<file path="src/rtl/uart_in_responder_pkg.sv">
// Shared constants and types for the UART input responder: the idle character
// returned when nothing is deliverable, and the statistics counter widths.
package uart_in_responder_pkg;

    localparam logic [7:0] UART_NO_DATA    = 8'hFF;
    localparam int         DELIVERED_CNT_W = 32;
    localparam int         OVERFLOW_CNT_W  = 16;

    typedef logic [7:0] uart_char_t;

endpackage

</file>
<file path="src/rtl/uart_in_fifo.sv">
// Character FIFO with wrap-bit pointers; the head entry is readable combinationally.
// Callers never push while full or pop while empty; flush outranks push and pop.
module uart_in_fifo
    import uart_in_responder_pkg::*;
#(
    parameter int DEPTH = 16
) (
    input  logic                   clock,
    input  logic                   reset,
    input  logic                   push,
    input  uart_char_t             push_data,
    input  logic                   pop,
    input  logic                   flush,
    output uart_char_t             head,
    output logic                   empty,
    output logic                   full,
    output logic [$clog2(DEPTH):0] level
);

    localparam int IDX_W = $clog2(DEPTH);
    localparam int PTR_W = IDX_W + 1;

    uart_char_t       mem [DEPTH];
    logic [PTR_W-1:0] wr_ptr;
    logic [PTR_W-1:0] rd_ptr;

    // NOTE: storage is deliberately not reset; empty pointers make stale entries unobservable.
    always_ff @(posedge clock) begin
        if (push && !flush) begin
            mem[wr_ptr[IDX_W-1:0]] <= push_data;
        end
    end

    always_ff @(posedge clock or posedge reset) begin
        if (reset) begin
            wr_ptr <= '0;
            rd_ptr <= '0;
        end else if (flush) begin
            rd_ptr <= wr_ptr;
        end else begin
            if (push) wr_ptr <= wr_ptr + PTR_W'(1);
            if (pop)  rd_ptr <= rd_ptr + PTR_W'(1);
        end
    end

    assign empty = (wr_ptr == rd_ptr);
    assign full  = (wr_ptr[IDX_W-1:0] == rd_ptr[IDX_W-1:0]) && (wr_ptr[IDX_W] != rd_ptr[IDX_W]);
    assign level = wr_ptr - rd_ptr;
    assign head  = mem[rd_ptr[IDX_W-1:0]];

endmodule

</file>
<file path="src/rtl/uart_in_responder.sv">
// Answers the DUT's per-cycle UART read requests from a host-fed FIFO, with
// optional idle pacing between characters and delivery/overflow statistics.
module uart_in_responder
    import uart_in_responder_pkg::*;
#(
    parameter int DEPTH      = 16,
    parameter int GAP_CYCLES = 0
) (
    input  logic                       clock,
    input  logic                       reset,
    input  logic                       difftest_uart_in_valid,
    output uart_char_t                 difftest_uart_in_ch,
    input  logic                       host_wvalid,
    input  uart_char_t                 host_wdata,
    output logic                       host_wready,
    input  logic                       flush,
    output logic [$clog2(DEPTH):0]     level,
    output logic [DELIVERED_CNT_W-1:0] delivered_cnt,
    output logic [OVERFLOW_CNT_W-1:0]  overflow_cnt
);

    localparam int GAP_W = (GAP_CYCLES > 0) ? $clog2(GAP_CYCLES + 1) : 1;

    uart_char_t       head;
    logic             empty;
    logic             full;
    logic             avail;
    logic             push;
    logic             pop;
    logic [GAP_W-1:0] gap_cnt;
    logic [GAP_W-1:0] gap_next;

    uart_in_fifo #(.DEPTH(DEPTH)) u_fifo (
        .clock     (clock),
        .reset     (reset),
        .push      (push),
        .push_data (host_wdata),
        .pop       (pop),
        .flush     (flush),
        .head      (head),
        .empty     (empty),
        .full      (full),
        .level     (level)
    );

    // No bypass: a character written into an empty FIFO is visible one cycle later.
    assign avail               = !empty && (gap_cnt == '0);
    assign difftest_uart_in_ch = avail ? head : UART_NO_DATA;
    assign host_wready         = !full;
    assign push                = host_wvalid && !full && !flush;
    assign pop                 = difftest_uart_in_valid && avail && !flush;

    // NOTE: assign the default first so every path drives gap_next and no latch is inferred.
    always_comb begin
        gap_next = gap_cnt;
        if (flush) begin
            gap_next = '0;
        end else if (pop) begin
            gap_next = GAP_W'(GAP_CYCLES);
        end else if (gap_cnt != '0) begin
            gap_next = gap_cnt - GAP_W'(1);
        end
    end

    // NOTE: non-blocking assignments so every register samples pre-edge values.
    always_ff @(posedge clock or posedge reset) begin
        if (reset) begin
            gap_cnt       <= '0;
            delivered_cnt <= '0;
            overflow_cnt  <= '0;
        end else begin
            gap_cnt <= gap_next;
            if (pop) begin
                delivered_cnt <= delivered_cnt + DELIVERED_CNT_W'(1);
            end
            if (host_wvalid && full && !flush && (overflow_cnt != '1)) begin
                overflow_cnt <= overflow_cnt + OVERFLOW_CNT_W'(1);
            end
        end
    end

endmodule

</file>
<file path="config.mk">
export PLATFORM = sky130hd
export DESIGN_NAME = uart_in_responder
export DESIGN_NICKNAME = d
export VERILOG_FILES = /design/src/rtl/uart_in_responder_pkg.sv /design/src/rtl/uart_in_fifo.sv /design/src/rtl/uart_in_responder.sv
export SDC_FILE = /design/constraint.sdc
export NUM_CORES = 1
export LEC_CHECK = 0
export ABC_AREA = 1
export BUFFER_PORTS_ARGS = -buffer_cell sky130_fd_sc_hd__clkbuf_2
export CORE_MARGIN = 2
export CORE_UTILIZATION = 67
export CTS_BUF_LIST = sky130_fd_sc_hd__clkbuf_8
export DETAILED_ROUTE_END_ITERATION = 10
export GPL_ROUTABILITY_DRIVEN = 0
export PLACE_DENSITY_LB_ADDON = 0.25
export SLEW_MARGIN = 20
export SYNTH_ARGS = -nofsm -noshare
export SYNTH_HDL_FRONTEND = slang
export SYNTH_SLANG_ARGS = --single-unit
</file>
<file path="constraint.sdc">
create_clock -name clock -period 4.4 [get_ports clock]
set_input_delay 0.22 -clock clock [delete_from_list [all_inputs] [get_ports clock]]
set_output_delay 0.22 -clock clock [all_outputs]
set_load 0.03 [all_outputs]
</file>
==> parameters.txt <==
Parameter                              Value

Pwr
  Largest vdd supply drop    0.0005754 V
  Ratio of total power to cell area    590.7 nW/um^2
  Leak Pwr    0.003889 uW
  Internal Power    3166 uW
  Fraction of power consumed by sequential logic    39.1%
  Part of the power in the clock network    20.2%
  Share of total power consumed by net switching    43.91%
  Net switching power    2478 uW
  Share of power burned in combinational logic    40.7%

Drt
  Routed vias    6,447
  Wire length after detailed routing    18.90 mm
  1st-iter DRT viols    698
  Number of nets with antenna violations after detailed routing    0
  Drc violations    0
  Average vias per placed instance    5.635
  1st-pass router iterations    5
  WL per Instance    16.52 microns

Floorplanning
  Top-level I/O count    75
  Effective utilization at floorplan    68.69%
  Core Rows    41
  Die width    117.7 microns
  Placeable core area    12,620 sq um
  Die height    117.7 microns
  Die Area    13,860 sq um

Logic synthesis
  Sequential fraction of the synthesis area    61.09%
  Synthesized cell area    8668 sq um
  Top FF cell, synth    sky130_fd_sc_hd__edfxtp_1
  Post-synth net total    911
  Number of flops mapped to enable cells by yosys    128
  Yosys cell types    35
  Average footprint of a synthesized cell    9.784 sq um
  Flip-flop and latch count after synthesis    186
  Share of synthesized registers carrying an async set or reset    31.18%
  Syn. warnings    0
  Synthesized instance count    886

Worst setup path
  CP max-delay cell    sky130_fd_sc_hd__dfrtp_1
  Top cell by count, worst path    sky130_fd_sc_hd__nand2_1
  Critical path startpoint category    flip-flop
  Critical Path, Cell by Cell    clkinv_1, ha_1, nand2_2, nor2_4, nand3_1, nand2_1, inv_2, nand2_1, nor2_1
  CP Buf/Inv Count    2
  Data required time of the critical path    4.52 ns
  Critical path class    flip-flop to flip-flop
  Worst Path Max Fanout    14
  Sort of element at the end of the critical path    flip-flop
  Critical Path AT    3.34 ns
  Delay-heaviest family, CP    simple AND/OR/NAND/NOR gates
  Max incr delay on CP    0.63 ns

Clock tree
  Cell at the root of the clock tree    sky130_fd_sc_hd__clkbuf_8
  Number of clock sinks seen by CTS    186
  TritonCTS clock tree    yes
  Number of buffers created by CTS    17
  Clock Pin Slew Worst Setup and Hold Paths    0.10 ns
  Depth of the CTS H-tree    4
  Clk_lat worst skew    0.49 ns
  Largest buffer count on any clock path    2

Global routing
  Congestion Overflow GR    0
  Global-route wire length before repair    30.50 mm
  Total GRT Usage    28.34%
  Number of antenna violations at the first check in global routing    0
  Vias in the first global route    6,021
  Maximum number of pins on one net before global-route repair    70

STA
  Worst-margin pin slew    0.9003 ns
  Total Neg Setup Slack    0 ns
  Final hold slack    0.1318 ns
  Setup skew after layout    0.01203 ns
  Max_slew headroom    39.98%
  Count of endpoints failing setup in the final report    0
  RSZ-0062 raised after global routing    false
  Minimum clock period after layout    3.215 ns
  Portion of the clock cycle consumed by the worst path in the final layout    73.08%
  Final hold vios    0
  Highest Clock Rate    311.0 MHz
  Slew Viols, Final    0

Final layout
  Finished Layout Cells    1,144
  Count of nets after finishing    984
  Area growth from synthesis to final layout    10.23%
  Commonest non-fill, non-tap cells in the layout    207 x sky130_fd_sc_hd__nand2_1, 186 x sky130_fd_sc_hd__nor2_1, 128 x sky130_fd_sc_hd__edfxtp_1, 74 x sky130_fd_sc_hd__clkbuf_2, 63 x sky130_fd_sc_hd__o21ai_0
  Cell area after layout    9555 sq um
  Commonest non-fill, non-tap cell in the layout    sky130_fd_sc_hd__nand2_1
  N_diodes    0
  Share of cells above drive strength 1    13.89%
  Filler cell count    882

Placed design
  Post-Place Cells    1,111
  IO Port Bufs    74
  Cell area after placement    9150 sq um
  Total half-perimeter wirelength after legalization and detailed placement    12.55 mm

Flow run
  Max-cap violation count    0

Worst hold path
  Min-Delay Path Class    primary input to flip-flop

Status
  Result of the run    finished clean
metal layers:
layer | vias up | share of wire, % | GRT usage, %
met5 | - | 0 | 0
met4 | 0 | 2.1 | 10.24
met3 | 30 | 7.2 | 4.990
met2 | 257 | 48 | 44.59
met1 | 3051 | 43 | 40.29
li1 | 3109 | - | -
flip-flops by register name, summed over array words and instances (netlist names):
signal	flops
u_fifo.mem	128
delivered_cnt	32
overflow_cnt	16
u_fifo.rd_ptr	5
u_fifo.wr_ptr	5
power groups by stage:
stage	sequential (uW)	combinational, uW	clock (uW)
after floorplan	2310	1580	0
after global placement	2230	2230	0
after detailed placement	2240	2280	0
after CTS	2200	2290	1140
after global routing	2230	2510	1210
final	2210	2300	1140
tightest hold or removal path, stage by stage:
cell                       delay [ns]
sky130_fd_sc_hd__clkbuf_2        0.18
sky130_fd_sc_hd__nand2_1         0.11
sky130_fd_sc_hd__nand3_1         0.07
worst paths after layout:
check | cells past startpoint | to | start | slack (ns)
setup / recovery | 9 | u_fifo.mem[10][0] | u_fifo.rd_ptr[2] | 1.18
hold / removal | 3 | u_fifo.rd_ptr[1] | flush | 0.13
setup reg to reg | 9 | u_fifo.mem[10][0] | u_fifo.rd_ptr[2] | 1.18
hold reg to reg | 1 | delivered_cnt[6] | delivered_cnt[6] | 0.52
max in group asynchronous | 4 | u_fifo.rd_ptr[0] | reset | 3.38
min in group asynchronous | 4 | overflow_cnt[6] | reset | 0.48
logic make-up (layout without fill, tap and decap cells):
| group | Yosys count | in the layout | synth area share [%] |
|---|---|---|---|
| and+or+nand+nor | 478 | 478 | 23.04 |
| DFF | 186 | 186 | 61.09 |
| AOI/OAI and AO/OA | 98 | 98 | 6.365 |
| buffers and inverters | 74 | 160 | 3.767 |
| xor gates and xnor gates | 38 | 38 | 3.926 |
| adders and majority gates | 12 | 12 | 1.819 |
final cells by class:
| class | count | area, sq um | share of cell area [%] |
|---|---|---|---|
| flip-flops and latches | 186 | 5296 | 55.43 |
| inverters | 47 | 176.4 | 1.846 |
| clock buffers | 18 | 247.7 | 2.593 |
| multi-input cells | 626 | 3047 | 31.88 |
| repair buffers | 81 | 425.4 | 4.452 |
| well taps | 172 | 215.2 | 2.252 |
| clock inverters | 14 | 147.6 | 1.545 |
per-stage QoR:
step / total power (uW) / utilization (%) / setup WS (ns)
5_1_grt: 5951 / 75.72 / 0.9489
6_report: 5645 / 75.72 / 1.185
3_3_place_gp: 4467 / 72.51 / 1.400
2_1_floorplan: 3884 / - / 1.630
3_5_place_dp: 4516 / 72.51 / 1.269
4_1_cts: 5631 / 75.72 / 1.222
synthesized netlist by cell type (4+ instances only):
| cell type | number | area, sq um |
|---|---|---|
| sky130_fd_sc_hd__nor2_1 | 186 | 698.2 |
| sky130_fd_sc_hd__inv_1 | 41 | 153.9 |
| sky130_fd_sc_hd__o21ai_0 | 63 | 315.3 |
| sky130_fd_sc_hd__nand2_1 | 207 | 777.0 |
| sky130_fd_sc_hd__nor3_1 | 7 | 35.03 |
| sky130_fd_sc_hd__nand2_2 | 6 | 37.54 |
| sky130_fd_sc_hd__dfrtp_1 | 58 | 1451 |
| sky130_fd_sc_hd__o211ai_1 | 20 | 150.1 |
| sky130_fd_sc_hd__xnor2_1 | 7 | 61.31 |
| sky130_fd_sc_hd__ha_1 | 11 | 137.6 |
| sky130_fd_sc_hd__buf_6 | 4 | 45.04 |
| sky130_fd_sc_hd__nor2_2 | 4 | 25.02 |
| sky130_fd_sc_hd__xor2_1 | 30 | 262.8 |
| sky130_fd_sc_hd__clkbuf_1 | 10 | 37.54 |
| sky130_fd_sc_hd__o21ai_1 | 11 | 55.05 |
| sky130_fd_sc_hd__nand4_1 | 15 | 93.84 |
| sky130_fd_sc_hd__nand3_1 | 39 | 195.2 |
| sky130_fd_sc_hd__edfxtp_1 | 128 | 3844 |
| sky130_fd_sc_hd__nand3b_1 | 6 | 45.04 |
| sky130_fd_sc_hd__buf_2 | 9 | 45.04 |
timing repair:
| action | in CTS | in global routing |
|---|---|---|
| setup buffers | 0 | 0 |
| hold buffers | 1 | 0 |
| endpoints found under the hold margin | 58 | 0 |
| resized for setup | 0 | 0 |
(Power assumes the default switching activity.)
